[src/rtl/rename_reg_file.sv]
// -----------------------------------------------------------------------------
// rename_reg_file
//
// Architectural register file with a rename (dependency) table, NUM_RD
// combinational read channels and optional checkpoint slots for branch
// recovery. Decode/issue reads operands through the read channels and records
// the ROB tag of each new destination. The ROB commits results through the
// commit port and answers in-flight value queries in the same cycle.
//
// Optional feature macro: RENAME_SNAPSHOT_EN
//   defined     -> NUM_SNAP checkpoint slots of the dependency table, with
//                  snap_save / snap_restore handling.
//   not defined -> no checkpoint storage; snap_* inputs are ignored.
//
// Ports
//   clk_in, rst_in      clock and synchronous active-high reset
//   rdy_in              low freezes all state (outputs still track inputs)
//   rob_clear           flush: drops every dependency (live and checkpointed)
//   commit_*            ROB commit: value write plus conditional busy clear
//   rename_*            new producer tag for a destination register
//   rd_id               packed read indices, channel k at [k*REG_W +: REG_W]
//   rd_val/has_dep/dep  per-channel operand result
//   rob_qry_id          tag query to ROB (same as rd_dep)
//   rob_qry_ready/val   same-cycle ROB answer per channel
//   snap_save/_slot     save a checkpoint of the dependency table
//   snap_restore/_slot  restore a checkpoint of the dependency table
// -----------------------------------------------------------------------------

`ifndef ROB_WIDTH_BIT
`define ROB_WIDTH_BIT 4
`endif

module rename_reg_file #(
    parameter int XLEN     = 32,
    parameter int NUM_REGS = 32,
    parameter int REG_W    = $clog2(NUM_REGS),
    parameter int ROB_W    = `ROB_WIDTH_BIT,
    parameter int NUM_RD   = 2,
    parameter int NUM_SNAP = 4,
    parameter int SNAP_W   = $clog2(NUM_SNAP)
) (
    input  logic                     clk_in,
    input  logic                     rst_in,
    input  logic                     rdy_in,
    input  logic                     rob_clear,

    input  logic                     commit_valid,
    input  logic [REG_W-1:0]         commit_reg_id,
    input  logic [XLEN-1:0]          commit_val,
    input  logic [ROB_W-1:0]         commit_rob_id,

    input  logic                     rename_valid,
    input  logic [REG_W-1:0]         rename_reg_id,
    input  logic [ROB_W-1:0]         rename_rob_id,

    input  logic [NUM_RD*REG_W-1:0]  rd_id,
    output logic [NUM_RD*XLEN-1:0]   rd_val,
    output logic [NUM_RD-1:0]        rd_has_dep,
    output logic [NUM_RD*ROB_W-1:0]  rd_dep,

    output logic [NUM_RD*ROB_W-1:0]  rob_qry_id,
    input  logic [NUM_RD-1:0]        rob_qry_ready,
    input  logic [NUM_RD*XLEN-1:0]   rob_qry_val,

    input  logic                     snap_save,
    input  logic [SNAP_W-1:0]        snap_save_slot,
    input  logic                     snap_restore,
    input  logic [SNAP_W-1:0]        snap_restore_slot
);

    typedef logic [NUM_REGS-1:0][ROB_W-1:0] dep_tab_t;
    typedef logic [NUM_REGS-1:0]            busy_tab_t;

    // ------------------------------------------------------------------
    // State
    // ------------------------------------------------------------------
    logic [XLEN-1:0] regs [NUM_REGS];
    dep_tab_t        dep,  dep_n;
    busy_tab_t       busy, busy_n;

`ifdef RENAME_SNAPSHOT_EN
    dep_tab_t        s_dep    [NUM_SNAP];
    dep_tab_t        s_dep_n  [NUM_SNAP];
    busy_tab_t       s_busy   [NUM_SNAP];
    busy_tab_t       s_busy_n [NUM_SNAP];
`else
    // Snapshot inputs have no function in this build.
    logic unused_snap;
    assign unused_snap = ^{snap_save, snap_save_slot, snap_restore, snap_restore_slot};
`endif

    // Register 0 is hard-wired: commits and renames to it are dropped, so
    // regs[0], dep[0] and busy[0] stay zero forever after reset.
    logic commit_eff;
    logic rename_eff;
    logic rename_hits_commit;

    assign commit_eff         = commit_valid && (commit_reg_id != '0);
    assign rename_eff         = rename_valid && (rename_reg_id != '0);
    assign rename_hits_commit = rename_eff && (rename_reg_id == commit_reg_id);

    // ------------------------------------------------------------------
    // Next-state of the dependency tables
    // ------------------------------------------------------------------
    // NOTE: every variable driven here gets a default before any branch,
    // otherwise paths that skip an assignment would infer latches.
    always_comb begin
        dep_n  = dep;
        busy_n = busy;

`ifdef RENAME_SNAPSHOT_EN
        // Commit clear reaches every checkpoint holding the retiring tag,
        // so a later restore can never resurrect a retired producer.
        for (int s = 0; s < NUM_SNAP; s++) begin
            s_dep_n[s]  = s_dep[s];
            s_busy_n[s] = s_busy[s];
            if (commit_eff && (s_dep[s][commit_reg_id] == commit_rob_id)) begin
                s_busy_n[s][commit_reg_id] = 1'b0;
            end
        end
`endif

        if (rob_clear) begin
            dep_n  = '0;
            busy_n = '0;
`ifdef RENAME_SNAPSHOT_EN
            for (int s = 0; s < NUM_SNAP; s++) begin
                s_busy_n[s] = '0;
            end
`endif
        end
`ifdef RENAME_SNAPSHOT_EN
        else if (snap_restore) begin
            // Restore first, then retire this cycle's commit against the
            // restored mapping. Rename and save are dropped this cycle.
            dep_n  = s_dep[snap_restore_slot];
            busy_n = s_busy[snap_restore_slot];
            if (commit_eff && (dep_n[commit_reg_id] == commit_rob_id)) begin
                busy_n[commit_reg_id] = 1'b0;
            end
        end
`endif
        else begin
            // A same-cycle rename of the committing register installs a newer
            // producer, so the commit must not clear its busy bit.
            if (commit_eff && (dep[commit_reg_id] == commit_rob_id) && !rename_hits_commit) begin
                busy_n[commit_reg_id] = 1'b0;
            end
            if (rename_eff) begin
                dep_n[rename_reg_id]  = rename_rob_id;
                busy_n[rename_reg_id] = 1'b1;
            end
`ifdef RENAME_SNAPSHOT_EN
            // The checkpoint captures the table as it will be after this edge.
            if (snap_save) begin
                s_dep_n[snap_save_slot]  = dep_n;
                s_busy_n[snap_save_slot] = busy_n;
            end
`endif
        end
    end

    // ------------------------------------------------------------------
    // State registers
    // ------------------------------------------------------------------
    // NOTE: state uses non-blocking assignments so every flop samples the
    // pre-edge values regardless of statement order.
    always_ff @(posedge clk_in) begin
        if (rst_in) begin
            // NOTE: the register array is reset explicitly because software
            // observes it as architectural state; this costs a reset on
            // every entry instead of a plain RAM.
            for (int i = 0; i < NUM_REGS; i++) begin
                regs[i] <= '0;
            end
            dep  <= '0;
            busy <= '0;
`ifdef RENAME_SNAPSHOT_EN
            for (int s = 0; s < NUM_SNAP; s++) begin
                s_dep[s]  <= '0;
                s_busy[s] <= '0;
            end
`endif
        end else if (rdy_in) begin
            // The value write happens in every mode, including flush and restore.
            if (commit_eff) begin
                regs[commit_reg_id] <= commit_val;
            end
            dep  <= dep_n;
            busy <= busy_n;
`ifdef RENAME_SNAPSHOT_EN
            for (int s = 0; s < NUM_SNAP; s++) begin
                s_dep[s]  <= s_dep_n[s];
                s_busy[s] <= s_busy_n[s];
            end
`endif
        end
    end

    // ------------------------------------------------------------------
    // Read channels
    // ------------------------------------------------------------------
    // Resolution order per channel: idle register, same-cycle commit
    // forward, ROB answer, otherwise report the outstanding dependency.
    always_comb begin
        rd_val     = '0;
        rd_has_dep = '0;
        rd_dep     = '0;
        for (int k = 0; k < NUM_RD; k++) begin
            rd_dep[k*ROB_W +: ROB_W] = dep[rd_id[k*REG_W +: REG_W]];
            if (!busy[rd_id[k*REG_W +: REG_W]]) begin
                rd_val[k*XLEN +: XLEN] = regs[rd_id[k*REG_W +: REG_W]];
            end else if (commit_valid && (commit_rob_id == dep[rd_id[k*REG_W +: REG_W]])) begin
                rd_val[k*XLEN +: XLEN] = commit_val;
            end else if (rob_qry_ready[k]) begin
                rd_val[k*XLEN +: XLEN] = rob_qry_val[k*XLEN +: XLEN];
            end else begin
                rd_val[k*XLEN +: XLEN] = regs[rd_id[k*REG_W +: REG_W]];
                rd_has_dep[k]          = 1'b1;
            end
        end
    end

    assign rob_qry_id = rd_dep;

endmodule

[config.mk]
export PLATFORM = sky130hd
export DESIGN_NAME = rename_reg_file
export DESIGN_NICKNAME = d
export VERILOG_FILES = /design/src/rtl/rename_reg_file.sv
export SDC_FILE = /design/constraint.sdc
export NUM_CORES = 2
export LEC_CHECK = 0
export ABC_CLOCK_PERIOD_IN_PS = 3200
export BUFFER_PORTS_ARGS = -buffer_cell sky130_fd_sc_hd__buf_4
export CELL_PAD_IN_SITES_DETAIL_PLACEMENT = 0
export CELL_PAD_IN_SITES_GLOBAL_PLACEMENT = 1
export CORE_UTILIZATION = 48
export CTS_CLUSTER_SIZE = 30
export DETAILED_ROUTE_END_ITERATION = 6
export PLACE_DENSITY = 0.88
export SLEW_MARGIN = 20
export SYNTH_ARGS = -nofsm -noshare
export SYNTH_HDL_FRONTEND = slang
export SYNTH_SLANG_ARGS = --single-unit
[constraint.sdc]
create_clock -name clk_in -period 3.2 [get_ports clk_in]
set_input_delay 0.32 -clock clk_in [delete_from_list [all_inputs] [get_ports clk_in]]
set_output_delay 0.32 -clock clk_in [all_outputs]
set_load 0.05 [all_outputs]
Word level (Yosys, flattened, before mapping)
Memory sizes are Yosys's and may differ from the RTL's.
Cells that the tools add are included.

word-level totals
  RAM bits = 1,024
  input bits = 138
  output and inout bits = 82
  register bits after elaboration = 160
  memories kept = 1
  logic and storage cells = 106

operators by class
  bitwise operators = 3
  $lt $le $gt $ge = 6
  muxes and demuxes = 44
  reduce and logical (&&, ||, !) cells = 15
  eq/ne operators = 4

memories
  name  words  width  rd ports  clocked after Yosys merged registers in  write ports  line  text
  regs  32     32     2         0                                        32           77    logic [XLEN-1:0] regs [NUM_REGS];

operator list
  kind                  number
  $mux W32              11
  $mux W128             2
  $bwmux W128           1
  $bmux W4 S5           3
  $and A32 B32 Y32      1
  $not A32 Y32          1
  $or A32 B32 Y32       1
  $reduce_or A32 Y1     1
  $lt A5 B6 Y1 const B  4
  $demux W4 S5          1
  $mux W1               17
  $mux W4               4
  $eq A4 B4 Y1          3
  $bmux W1 S5           2
  $demux W1 S5          2
  $ge A5 B1 Y1 const B  2
  $reduce_bool A5 Y1    2
  $logic_and A1 B1 Y1   9
  $eq A5 B5 Y1          1
  $mux W5               1
  $reduce_and A2 Y1     1
  $reduce_bool A2 Y1    1
  $logic_not A1 Y1      1

Longest topological paths before layout
  word-level depth = 11
  mapped depth = 13

Least setup slack after synthesis
Ideal clock, no wire load.

  kind = input to output
  start point = input rd_id[7]
  end point = output rd_val[33]
  data required time = 2,880 ps
  data arrival time = 4,150 ps
  slack = -1,270 ps
  stages = 10
  cells stage by stage = buf_2 buf_2 mux4_2 a22oi_1 nand4_1 xnor2_1 nor2_1 clkbuf_1 a22oi_1 a221oi_1

on the way
  cells in the longest elaborated chain, start to end = 6

RTL lines
  what                 line  text
  from (decl)          56    input logic [NUM_RD*REG_W-1:0] rd_id,
  $bmux W4 S5          -
  $mux W4              -
  named net rd_dep[4]  59    output logic [NUM_RD*ROB_W-1:0] rd_dep,
  $eq A4 B4 Y1         213   end else if (commit_valid && (commit_rob_id == dep[rd_id[k*REG_W +: REG_W]])) begin
  $logic_and A1 B1 Y1  213
  $mux W32             213
  $mux W32             211   if (!busy[rd_id[k*REG_W +: REG_W]]) begin
  to (decl)            57    output logic [NUM_RD*XLEN-1:0] rd_val,

The timed path passes the listed nets, and every way through them passes these cells. The select of a mux whose other input is x is not followed.

Worst setup path in the final report
  start point = register dep[108] in the netlist's numbering
  end point = output rd_val[14]

on the way
  cells in the longest elaborated chain, start to end = 6

RTL lines
  what                           line  text
  from (decl)                    78    dep_tab_t dep, dep_n;
  from (signal assigned)         189   dep <= dep_n;
  $bmux W4 S5                    213
  $mux W4 (not written as such)  213
  $eq A4 B4 Y1                   213
  $logic_and A1 B1 Y1            213
  $mux W32                       213
  $mux W32                       211

Every way passes these cells. The select of a mux whose other input is x is not followed.

==> run metrics <==
Async SR Flop Fraction 0; setup TNS -57.40 ns; drt total wl 233,000 µm; Pins Over Slew Limit 0; share of layout cells above drive strength 1 0.360; power per cell area 496 nW/µm²; TritonCTS buffer count 132; GPL Wtd Cong 0.980; Pwr Total 39.7 mW; unrepaired setup endpoints after global routing true; CTS Sinks 1,184; CTS clock-pin slew for the worst setup and hold paths 0.06 ns; Pleak 28.6 nW; Max Fanout on Critical Path 8; First-pass DRT Iterations 6; crit-path leading delay family compound AO/OA/AOI/OAI gates; met1 Use GR 0.420; kind of critical path reg2out; Layout area overhead 19.3%; Post-Syn Area 67,000 µm²; antenna violations before repair 11; Remaining DRCs 0; IO Count 220; vias in the first global route 47,300; die width 376 µm; Worst Path Required 2.88 ns; Distinct cells, synth 68; Max VDD drop 585 µV; post-synthesis average cell area 14.4 µm²; largest family of logic cells by synthesized area multiplexers; Core Util, Final 0.579; vias post-DR 46,700; NumNets Final 5,243; failing checks setup timing; Fmax achieved 239 MHz; Clk Latency, worst-skew pair 0.79 ns; Die ar. 141,000 µm²; Initial Utilization 0.486; sequential area share after synthesis 0.506; clk buf depth 3; final worst path period need 4.18 ns; Simple-Gate Fraction of Synth Area 0.142; Synth Flop Type edfxtp_1; Worst Path Arrival 3.86 ns; die height 376 µm; GR Util met2 0.521; Ys Warns 0; Post-synth EDFFs 1,024; Synth Instances 4,671; CP max stage delay 0.47 ns; relative slew slack 0.294; worst-margin pin slew 1.06 ns; Final Cycle Share 1.31; placed insts 6,817; Root Driver clkbuf_16; non-filler cells, final 7,077; Detailed Place HPWL 148,000 µm; Starting DRT DRC Count 6,498; H-tree depth 4; met3 usage 0.0918; Compound-Gate Fraction of Synth Area 0.0321; post-synthesis xor/xnor area fraction 0.00157; status finished with violations; Core Region 138,000 µm²; vias per cell 6.60; synth top area cells edfxtp_1 46%, mux4_2 24%, and2_1 9.3%, mux2i_1 4.8%, dfxtp_1 4.8%; Total GRT Usage 0.331; first-pass GRT wire length 333,000 µm; final setup margin -0.977 ns; CP most frequent cell buf_12; CTS tree built; pin count of the biggest net entering global routing 133; Hold Fails Final Rpt 0; CP Capture Type output port; FP Rows 136; share of the synthesized area in the top cell type 0.459; GR peak layer met2; Hold WC Path Type in2reg; #FFs+latches synth 1,184; Final setup viols 66; Setup Skew 0.0284 ns; slowest stage cell, crit path mux4_2; Worst Setup Start Kind flop; Routed wire per std cell 32.9 µm; WP buf/inv 3; mux contribution to synthesized area 0.285; Post-Synth Adder-Cell Area 0; I/O Buffers 213; leading area contributor after synthesis edfxtp_1; Post-DRT Antenna Nets 0; crit-path cells mux4_2, a32o_2, a31o_1, o21a_1, nor4_4, o2111ai_4, buf_12, a21bo_4, buf_12, a22oi_2, buf_6; remaining global-route overflow 0; max cap viols 0
[placed cells by master (no fill, tap or decap), types with 10 or more instances in the layout]
master     Yosys  routed
bufinv_16      0      11
or3b_1        20      20
conb_1         1      32
or2_2         34      34
buf_12         0      71
dfxtp_1      160     146
o21a_1        32      32
nor2_1       361     329
clkbuf_1     342      18
clkinv_2       0      16
nand3_1       16      16
a22oi_2        0      53
buf_6         11      76
nor2b_1       15      15
o22ai_1       35      35
o311ai_1      29      29
a221oi_4       0      32
edfxtp_1    1024    1024
or3b_2        14      14
nand2b_1      73      73
o21ai_1       29      29
clkinv_1       0      27
dfxtp_2        0      10
and2_1      1000     999
mux2i_1      324     321
nand2_1       50      50
a22oi_1       82      29
nor2_4         0      32
mux4_2       700     700
buf_4         24     606
clkbuf_16      0     135
[area by class of cell]
cell class,instances,area (µm²)
Antenna cell,6,15.0
Clock buffer,160,3540
Clock inverter,77,823
Fill cell,10400,58000
Inverter,8,30.0
Multi-Input combinational cell,3014,32200
Sequential cell,1184,34000
Tap cell,1863,2330
Timing Repair Buffer,765,7040
[per-stage QoR]
stage               instance area [µm²]  hold slack, ns  setup WS (ns)
floorplan                         68000           0.443         -0.488
finish                            80000          0.0553         -0.977
detailed placement                74800           0.480         -0.463
global route                      79900          0.0584          -1.06
CTS                               79900          0.0156          -1.03
global placement                  74800           0.466         -0.460
[routing by layer]
layer	routed length, µm	vias to the layer above
met5	69	-
li1	-	18800
met2	108000	3383
met1	82100	23700
met4	13700	8
met3	29100	781
[final timing paths]
check                                     from            to  slack, ns  cells after the start
worst max register to register         dep[72]      busy[25]       0.17                     12
worst min-delay path            commit_val[14]  regs[13][14]       0.06                      2
worst min register to register        busy[31]      busy[31]       0.49                      2
worst max-delay path                  dep[108]    rd_val[14]      -0.98                     11
[cell families after synthesis]
logic type,after synthesis
buf+inv,504
simple gates,1658
flops,1184
xor+xnor,12
compound gates,278
other cells,1
mux,1034
[synth_stat cells, drive strengths merged, types with 3 or more instances]
cell	n
edfxtp	1024
and2	1000
mux4	700
nor2	361
clkbuf	342
mux2i	325
dfxtp	160
buf	154
a22oi	82
nand2b	73
nand2	50
o22ai	35
or2	35
or3b	34
a221oi	32
o21a	32
o21ai	32
o311ai	30
nand3	16
nor2b	15
mux2	9
nand3b	9
nand4	9
inv	8
nor3b	8
nor4	8
nor3	7
a31oi	6
and3	6
nand4b	6
xnor2	6
xor2	6
and3b	4
or4b	4
a2111oi	3
a21oi	3
a31o	3
nand4bb	3
o211ai	3
o31ai	3
or3	3
or4bb	3
[sequential cells by signal (all words and copies together) (netlist names)]
register and count:
dep 128, regs 1024, busy 32
[worst reg2reg max path: stages, from the launching register on]
cell and delay [ns]:
dfxtp_1 0.33, buf_4 0.15, mux2i_2 0.22, o22ai_1 0.11
buf_4 0.16, nor4_2 0.25, buf_4 0.17, nand2_1 0.10
xnor2_1 0.20, or4_4 0.58, buf_12 0.19, o311ai_1 0.34
o21ai_1 0.12
[power by group]
group,switching [mW],internal [mW],leakage [nW]
Clock,6.58,8.86,2.12
Sequential,0.370,17.5,11.0
Combinational,3.49,2.95,15.5
Total,10.4,29.3,28.6
[what timing repair did]
action	in CTS	in global routing
hold buffers	1	0
resized for setup	126	32
endpoints found under the hold margin	1	0
buffers inserted	15	3
pin swaps	28	17
endpoints found under the setup margin	67	87
gates cloned	5	0
Power figures use the tool's default switching activity.
